==> src/rtl/torwave_frame_sched.sv <==
// Frame playback scheduler: on a 10 ms strobe, waits cfg_offset clocks,
// then streams cfg_len words from waveform memory out over AXI-Stream.
// Ports: s_axis_aclk/s_axis_areset (async, active-high), enable,
//   start_10ms, overrun_clr, cfg_base/cfg_len/cfg_offset;
//   mem_rd_en/mem_rd_addr/mem_rd_data (1-cycle read latency);
//   m0_data_* AXI-Stream master; busy, overrun, frame_cnt status.
// Macro TORWAVE_FRAME_SCHED_OVERRUN_EN enables sticky overrun reporting.
module torwave_frame_sched #(
  parameter int ADDR_W   = 10,
  parameter int LEN_W    = 11,
  parameter int OFFSET_W = 24
) (
  input  logic                s_axis_aclk,
  input  logic                s_axis_areset,
  input  logic                enable,
  input  logic                start_10ms,
  input  logic                overrun_clr,
  input  logic [ADDR_W-1:0]   cfg_base,
  input  logic [LEN_W-1:0]    cfg_len,
  input  logic [OFFSET_W-1:0] cfg_offset,
  output logic                mem_rd_en,
  output logic [ADDR_W-1:0]   mem_rd_addr,
  input  logic [63:0]         mem_rd_data,
  output logic [63:0]         m0_data_tdata,
  output logic [7:0]          m0_data_tkeep,
  output logic                m0_data_tvalid,
  output logic                m0_data_tlast,
  output logic                m0_data_tuser,
  input  logic                m0_data_tready,
  output logic                busy,
  output logic                overrun,
  output logic [15:0]         frame_cnt
);

  typedef enum logic [1:0] {
    S_IDLE, S_WAIT, S_PLAY, S_DRAIN
  } state_t;

  state_t              state;
  logic [LEN_W-1:0]    len_q;
  logic [LEN_W-1:0]    issued;
  logic [LEN_W-1:0]    sent;
  logic [OFFSET_W-1:0] wait_cnt;
  logic [ADDR_W-1:0]   rd_addr;
  logic                inflight;
  logic [63:0]         buf_q [2];
  logic                wr_ptr;
  logic                rd_ptr;
  logic [1:0]          occ;
  logic                pop;
  logic                rd_go;
  logic [2:0]          occ_after;

  assign m0_data_tvalid = (occ != 2'd0);
  assign m0_data_tdata  = buf_q[rd_ptr];
  assign m0_data_tkeep  = 8'hFF;
  assign m0_data_tuser  = m0_data_tvalid && (sent == '0);
  assign m0_data_tlast  = m0_data_tvalid &&
                          (sent == len_q - LEN_W'(1));
  assign pop            = m0_data_tvalid && m0_data_tready;
  assign busy           = (state != S_IDLE);
  assign mem_rd_addr    = rd_addr;

  // Credit counts the slot freed by this cycle's pop, so a
  // continuously-ready sink sees back-to-back beats.
  assign occ_after = {1'b0, occ} - {2'b0, pop} + {2'b0, inflight};
  assign rd_go     = (state == S_PLAY) && (occ_after < 3'd2);
  assign mem_rd_en = rd_go;

  always_ff @(posedge s_axis_aclk or posedge s_axis_areset) begin
    if (s_axis_areset) begin
      state     <= S_IDLE;
      len_q     <= '0;
      issued    <= '0;
      sent      <= '0;
      wait_cnt  <= '0;
      rd_addr   <= '0;
      inflight  <= 1'b0;
      buf_q[0]  <= '0;
      buf_q[1]  <= '0;
      wr_ptr    <= 1'b0;
      rd_ptr    <= 1'b0;
      occ       <= '0;
      frame_cnt <= '0;
    end else begin
      inflight <= rd_go;
      if (inflight) begin
        buf_q[wr_ptr] <= mem_rd_data;
        wr_ptr        <= ~wr_ptr;
      end
      if (pop) begin
        rd_ptr <= ~rd_ptr;
        sent   <= sent + LEN_W'(1);
      end
      occ <= occ + {1'b0, inflight} - {1'b0, pop};
      if (rd_go) begin
        rd_addr <= rd_addr + ADDR_W'(1);
        issued  <= issued + LEN_W'(1);
      end
      unique case (state)
        S_IDLE: begin
          if (start_10ms && enable) begin
            len_q     <= cfg_len;
            rd_addr   <= cfg_base;
            issued    <= '0;
            sent      <= '0;
            frame_cnt <= frame_cnt + 16'd1;
            wait_cnt  <= (cfg_offset == '0) ? '0 :
                         cfg_offset - OFFSET_W'(1);
            if (cfg_offset == '0 && cfg_len != '0)
              state <= S_PLAY;
            else
              state <= S_WAIT;
          end
        end
        S_WAIT: begin
          if (wait_cnt == '0)
            state <= (len_q == '0) ? S_IDLE : S_PLAY;
          else
            wait_cnt <= wait_cnt - OFFSET_W'(1);
        end
        S_PLAY: begin
          if (rd_go && issued == len_q - LEN_W'(1))
            state <= S_DRAIN;
        end
        S_DRAIN: begin
          if (pop && m0_data_tlast)
            state <= S_IDLE;
        end
        default: state <= S_IDLE;
      endcase
    end
  end

`ifdef TORWAVE_FRAME_SCHED_OVERRUN_EN
  // A stray strobe wins over a same-cycle clear.
  always_ff @(posedge s_axis_aclk or posedge s_axis_areset) begin
    if (s_axis_areset)
      overrun <= 1'b0;
    else if (start_10ms && state != S_IDLE)
      overrun <= 1'b1;
    else if (overrun_clr)
      overrun <= 1'b0;
  end
`else
  logic unused_clr;
  assign unused_clr = overrun_clr;
  assign overrun    = 1'b0;
`endif

endmodule

==> config.mk <==
export PLATFORM = sky130hd
export DESIGN_NAME = torwave_frame_sched
export DESIGN_NICKNAME = d
export VERILOG_FILES = /design/src/rtl/torwave_frame_sched.sv
export SDC_FILE = /design/constraint.sdc
export NUM_CORES = 1
export LEC_CHECK = 0
export ABC_AREA = 1
export CAP_MARGIN = 20
export CORE_MARGIN = 4
export CORE_UTILIZATION = 57
export DETAILED_ROUTE_END_ITERATION = 10
export DONT_BUFFER_PORTS = 1
export PLACE_DENSITY = 0.87
export SYNTH_ARGS = -nofsm -noshare
export SYNTH_HDL_FRONTEND = slang
export SYNTH_SLANG_ARGS = --single-unit
==> constraint.sdc <==
create_clock -name s_axis_aclk -period 8.6 [get_ports s_axis_aclk]
set_input_delay 2.58 -clock s_axis_aclk [delete_from_list [all_inputs] [get_ports s_axis_aclk]]
set_output_delay 2.58 -clock s_axis_aclk [all_outputs]
set_load 0.02 [all_outputs]
Word level (Yosys, flattened, before mapping). Cells that the tools add are included.

Register bits: 218. Bits in latches: 0. Memory bits (writable): 0. Memory bits (read-only): 0. Bits of input ports: 115. Word-level logic and storage cells: 89. Memories kept: 0.

Add/sub/neg operators: 11. Multiply operators: 0. Divide/modulo/power cells: 0. Order comparisons: 4. Equal/unequal tests: 10. Shift-type cells: 0. Mux-type cells: 26. Bitwise logic cells: 4. Reductions and logical operators: 21.

Operators with widths (count): 2-to-1 mux 64 bit (4); bitwise mux 128 bit (1); 2-to-1 mux 24 bit (3); 2-to-1 mux 11 bit (6); demux 64 bit (select 1 bit) (1); logical NOT 24 bit (2); one-hot mux 24 bit (2 select lines) (1); subtractor 24 x 1 -> 24 bit (second input constant) (2); 2-to-1 mux 10 bit (3); adder 11 x 1 -> 11 bit (second input constant) (2); equality test 11 bit (2); logical NOT 11 bit (2); adder 16 x 1 -> 16 bit (second input constant) (1); 2-to-1 mux 2 bit (6); nonzero test 11 bit (1); subtractor 11 x 1 -> 11 bit (second input constant) (1); adder 10 x 1 -> 10 bit (second input constant) (1); logical AND 1 bit (9); != test 2 bit (second input constant) (4); one-hot mux 2 bit (4 select lines) (1); nonzero test 2 bit (3); equality test 2 bit (second input constant) (2); greater-or-equal comparator 2 bit (second input constant) (2); inverter 1 -> 2 bit (2); 13 further kinds (14).

Longest topological paths before layout.
Depth after elaboration: 9. Mapped depth: 18.

Worst setup path before layout. No wires, ideal clock.

Path type: input port to output port. Start point: in m0_data_tready. End point: out mem_rd_en. Data arrival time: 4.199 ns. Setup slack: 1.821 ns. Stages: 9. Path through: inv_1 -> nor2_4 -> ha_1 -> inv_1 -> ha_1 -> fa_1 -> nand3b_1 -> nor2_1 -> buf_2.

Word-level cells in the longest chain between the ends: 5.

Ends and longest elaborated chain: start, declared (line 29) `input logic m0_data_tready,`; logical AND 1 bit (line 60) `assign pop = m0_data_tvalid && m0_data_tready;`; named net pop (line 50) `logic pop;`; subtractor 2 x 1 -> 3 bit (line 66) `assign occ_after = {1'b0, occ} - {2'b0, pop} + {2'b0, inflight};`; adder 3 x 1 -> 3 bit (line 66); named net occ_after[1] (line 52) `logic [2:0] occ_after;`; < comparator 3 x 2 -> 1 bit (line 67) `assign rd_go = (state == S_PLAY) && (occ_after < 3'd2);`; logical AND 1 bit (line 67); end, declared (line 21) `output logic mem_rd_en,`.

The timed path passes the listed nets, and every way through them passes these cells.

Final worst setup path. Ends and elaborated chain as after synthesis.

==> flow_summary_export.csv <==
group,metric,value,unit
floorplanning,die-area,22650,um2
cells_and_area,diodes,0,
global_routing,track_usage,23.85,%
critical_path,criticalPathCategory,"primary input to primary output",
floorplanning,die_y,150.5,um
global_routing,grt_pass1_vias,9274,
routing,dr.first_iter.drc_count,789,
cells_and_area,final_util,63.69,%
timing,fin_skew,12.06,ps
critical_path,worstPathMaxFanout,8,
global_routing,antenna_found_initial,0,
critical_path,worstSetupStartpointType,"primary input",
routing,via_per_inst,5.436,
timing,rsz0062_at_grt,"no",
cells_and_area,drive_above_1_share,6.096,%
synth,synth-seq-cells,218,
timing,tightest_slew,1181,ps
hold_path,hold_path_class,"flop to flop",
timing,finalSetupViolations,0,
floorplanning,die_x,150.5,um
place,io_buffers,0,
timing,finalHoldViolations,0,
synth,synthCells,1548,
power,power_density,230.6,nW/um2
routing,wl_per_cell,15.28,um
synth,ys_seq_area_share,47.14,%
floorplanning,core,19720,um2
routing,wirelength,27.61,mm
routing,via_count,9822,
run_status,status,"complete, no violations",
power,p_leak,6.684,nW
global_routing,grt_max_degree,135,
place,dp_hpwl,19.10,mm
floorplanning,rows,51,
critical_path,end_kind,"primary output",
synth,synth_cell_types,45,
routing,dr.pass1.iters,5,
power,clkPwrFrac,34.9,%
synth,yosysWarnings,0,
job,drv_cap,0,
synth,synth_area,11570,um2
power,internal_power,1.835,mW
power,vdd_drop_max,0.1872,mV
cts,cts_tree,"done",
cells_and_area,area_delta_synth_final,8.520,%
timing,slew_viol_final,0,
global_routing,grt_pass1_wl,44.71,mm
cts,post_cts_buffers,0,
cells_and_area,nNetsFinal,1653,
critical_path,critPathArrivalTime,4440,ps
timing,fmax,142.5,MHz
routing,drc,0,
synth,syn_avg_cell_area,7.476,um2
cts,clk_path_buf_depth,3,
timing,finalSetupTns,0,ps
floorplanning,ioPinCount,219,
power,seqPwrFrac,38.1,%
timing,post-route-period-util,81.62,%
cts,cts.reportedPaths.clkPinSlew,60,ps
power,sw_frac_of_total,36.65,%
global_routing,grt_overflow,0,
critical_path,required,6020,ps
cts,clock-root-buffer,"clkbuf_16",
cts,htreeDepth,1,
cts,cts_hold_buf,0,
cts,cts_resized,0,
cts,cts_made_buffers,24,
power,pwr-share-comb,27.0,%
routing,ant_nets,0,
floorplanning,start_util,58.69,%
cts,cts.sinks,218,
timing,slew_headroom,20.51,%
timing,layout_min_cycle_time,7019,ps
power,p_sw,1.062,mW
place,place_congestion,0.9178,
cts,clk_latency,510,ps
-- critical path: stages --
cell and delay [ps]:
inv_1 60, nor2_4 200, ha_1 260, inv_1 50, ha_1 150, fa_1 450, nand3b_1 180, nor2_1 490
-- final timing paths --
check                           cells after the start           to           start  slack (ps)
worst min register to register                      2   buf_q[110]      buf_q[110]         480
min in group asynchronous                           1  wait_cnt[6]   s_axis_areset        2110
worst min-delay path                                2   buf_q[110]      buf_q[110]         480
max in group asynchronous                           3       rd_ptr   s_axis_areset        5230
worst max register to register                     17     state[0]          occ[1]        4980
worst max-delay path                                8    mem_rd_en  m0_data_tready        1580
-- final cells by class --
cell class	count	area [um2]
Clock buffer	35	713.2
Clock inverter	7	68.82
Fill cell	1657	7159
Inverter	182	691.9
Multi-Input combinational cell	1090	5169
Sequential cell	218	5456
Tap cell	265	331.6
Timing Repair Buffer	10	127.6
-- sequential cells by signal, indices dropped and copies added, names as in the netlist, 10 cells and up --
name / cells
frame_cnt: 16
buf_q: 128
mem_rd_addr: 10
issued: 11
wait_cnt: 24
sent: 11
len_q: 11
-- routing by layer --
metal	GRT usage, %	vias up	wire length (um)
li1	-	4846	-
met4	8.005	0	957
met5	0	-	0
met1	30.52	4577	10950
met2	40.30	339	13610
met3	5.238	60	2099
-- synth_stat cells, drive strengths merged --
| library cell | n | area, um2 |
|---|---|---|
| mux2i | 1 | 10.01 |
| clkinv | 1 | 5.000 |
| or2 | 4 | 25.02 |
| nor4 | 5 | 31.28 |
| conb | 2 | 7.510 |
| xor2 | 29 | 254.0 |
| a31oi | 7 | 43.79 |
| a22oi | 1 | 7.510 |
| xnor2 | 14 | 122.6 |
| a221oi | 1 | 15.01 |
| a211oi | 1 | 7.510 |
| fa | 1 | 20.02 |
| a21oi | 36 | 180.2 |
| nor3b | 1 | 7.510 |
| clkbuf | 45 | 168.9 |
| inv | 181 | 679.4 |
| nor2 | 122 | 533.0 |
| a22o | 1 | 8.760 |
| nor3 | 20 | 121.4 |
| nand4 | 20 | 137.6 |
| o32ai | 1 | 8.760 |
| nand2 | 515 | 1938 |
| o22ai | 5 | 31.28 |
| ha | 11 | 137.6 |
| nand3b | 2 | 15.01 |
| dfrtp | 218 | 5455 |
| buf | 20 | 131.4 |
| a21boi | 1 | 7.510 |
| nand3 | 73 | 400.4 |
| o21ai | 209 | 1061 |
-- through the flow --
step / setup slack (ps) / cells / power, mW / hold slack [ps] / cell area, um2
2_1_floorplan: 55.65 / 1555 / 1.752 / 452.9 / 11600
3_3_place_gp: 1595 / 1762 / 1.892 / 465.0 / 11700
3_5_place_dp: 1548 / 1762 / 1.908 / 472.7 / 11700
4_1_cts: 1553 / 1804 / 2.919 / 487.6 / 12480
5_1_grt: 1423 / 1807 / 3.037 / 503.8 / 12560
6_report: 1581 / 1807 / 2.896 / 482.8 / 12560
-- cells by family after synthesis --
family          count (synthesis)  synth area share [%]
mux                             1               0.08650
fa+ha+maj                      12                 1.362
compound gates                263                 11.85
simple gates                  762                 27.73
buf+inv                       247                 8.509
xor+xnor                       43                 3.254
other cells                     2               0.06490
flops                         218                 47.14
-- cells in the final DEF (no fill, tap or decap), types with 3 or more instances in the layout --
cell	netlist	final
nor2_2	12	12
nor2_1	104	104
buf_4	9	7
nand3_1	69	69
o21ai_0	201	201
nand2_1	513	512
xor2_1	29	29
o21ai_1	6	6
a21oi_1	36	36
clkbuf_8	0	5
nor3_1	17	17
nand4_1	18	18
ha_1	11	11
or2_2	4	3
conb_1	2	9
o22ai_1	5	5
xnor2_1	14	14
clkbuf_16	0	25
inv_1	174	173
a31oi_1	7	7
inv_2	7	7
nor4_1	5	5
nor2_4	6	6
clkbuf_1	45	5
clkinv_2	1	4
dfrtp_1	218	217
-- power by group through the flow --
stage / Combinational, mW / Clock (mW) / Sequential, mW
5_1_grt: 0.863 / 1.06 / 1.11
3_5_place_dp: 0.787 / 0 / 1.12
4_1_cts: 0.788 / 1.03 / 1.10
6_report: 0.782 / 1.01 / 1.10
3_3_place_gp: 0.771 / 0 / 1.12
2_1_floorplan: 0.640 / 0 / 1.11
Power figures use the tool's default switching activity.
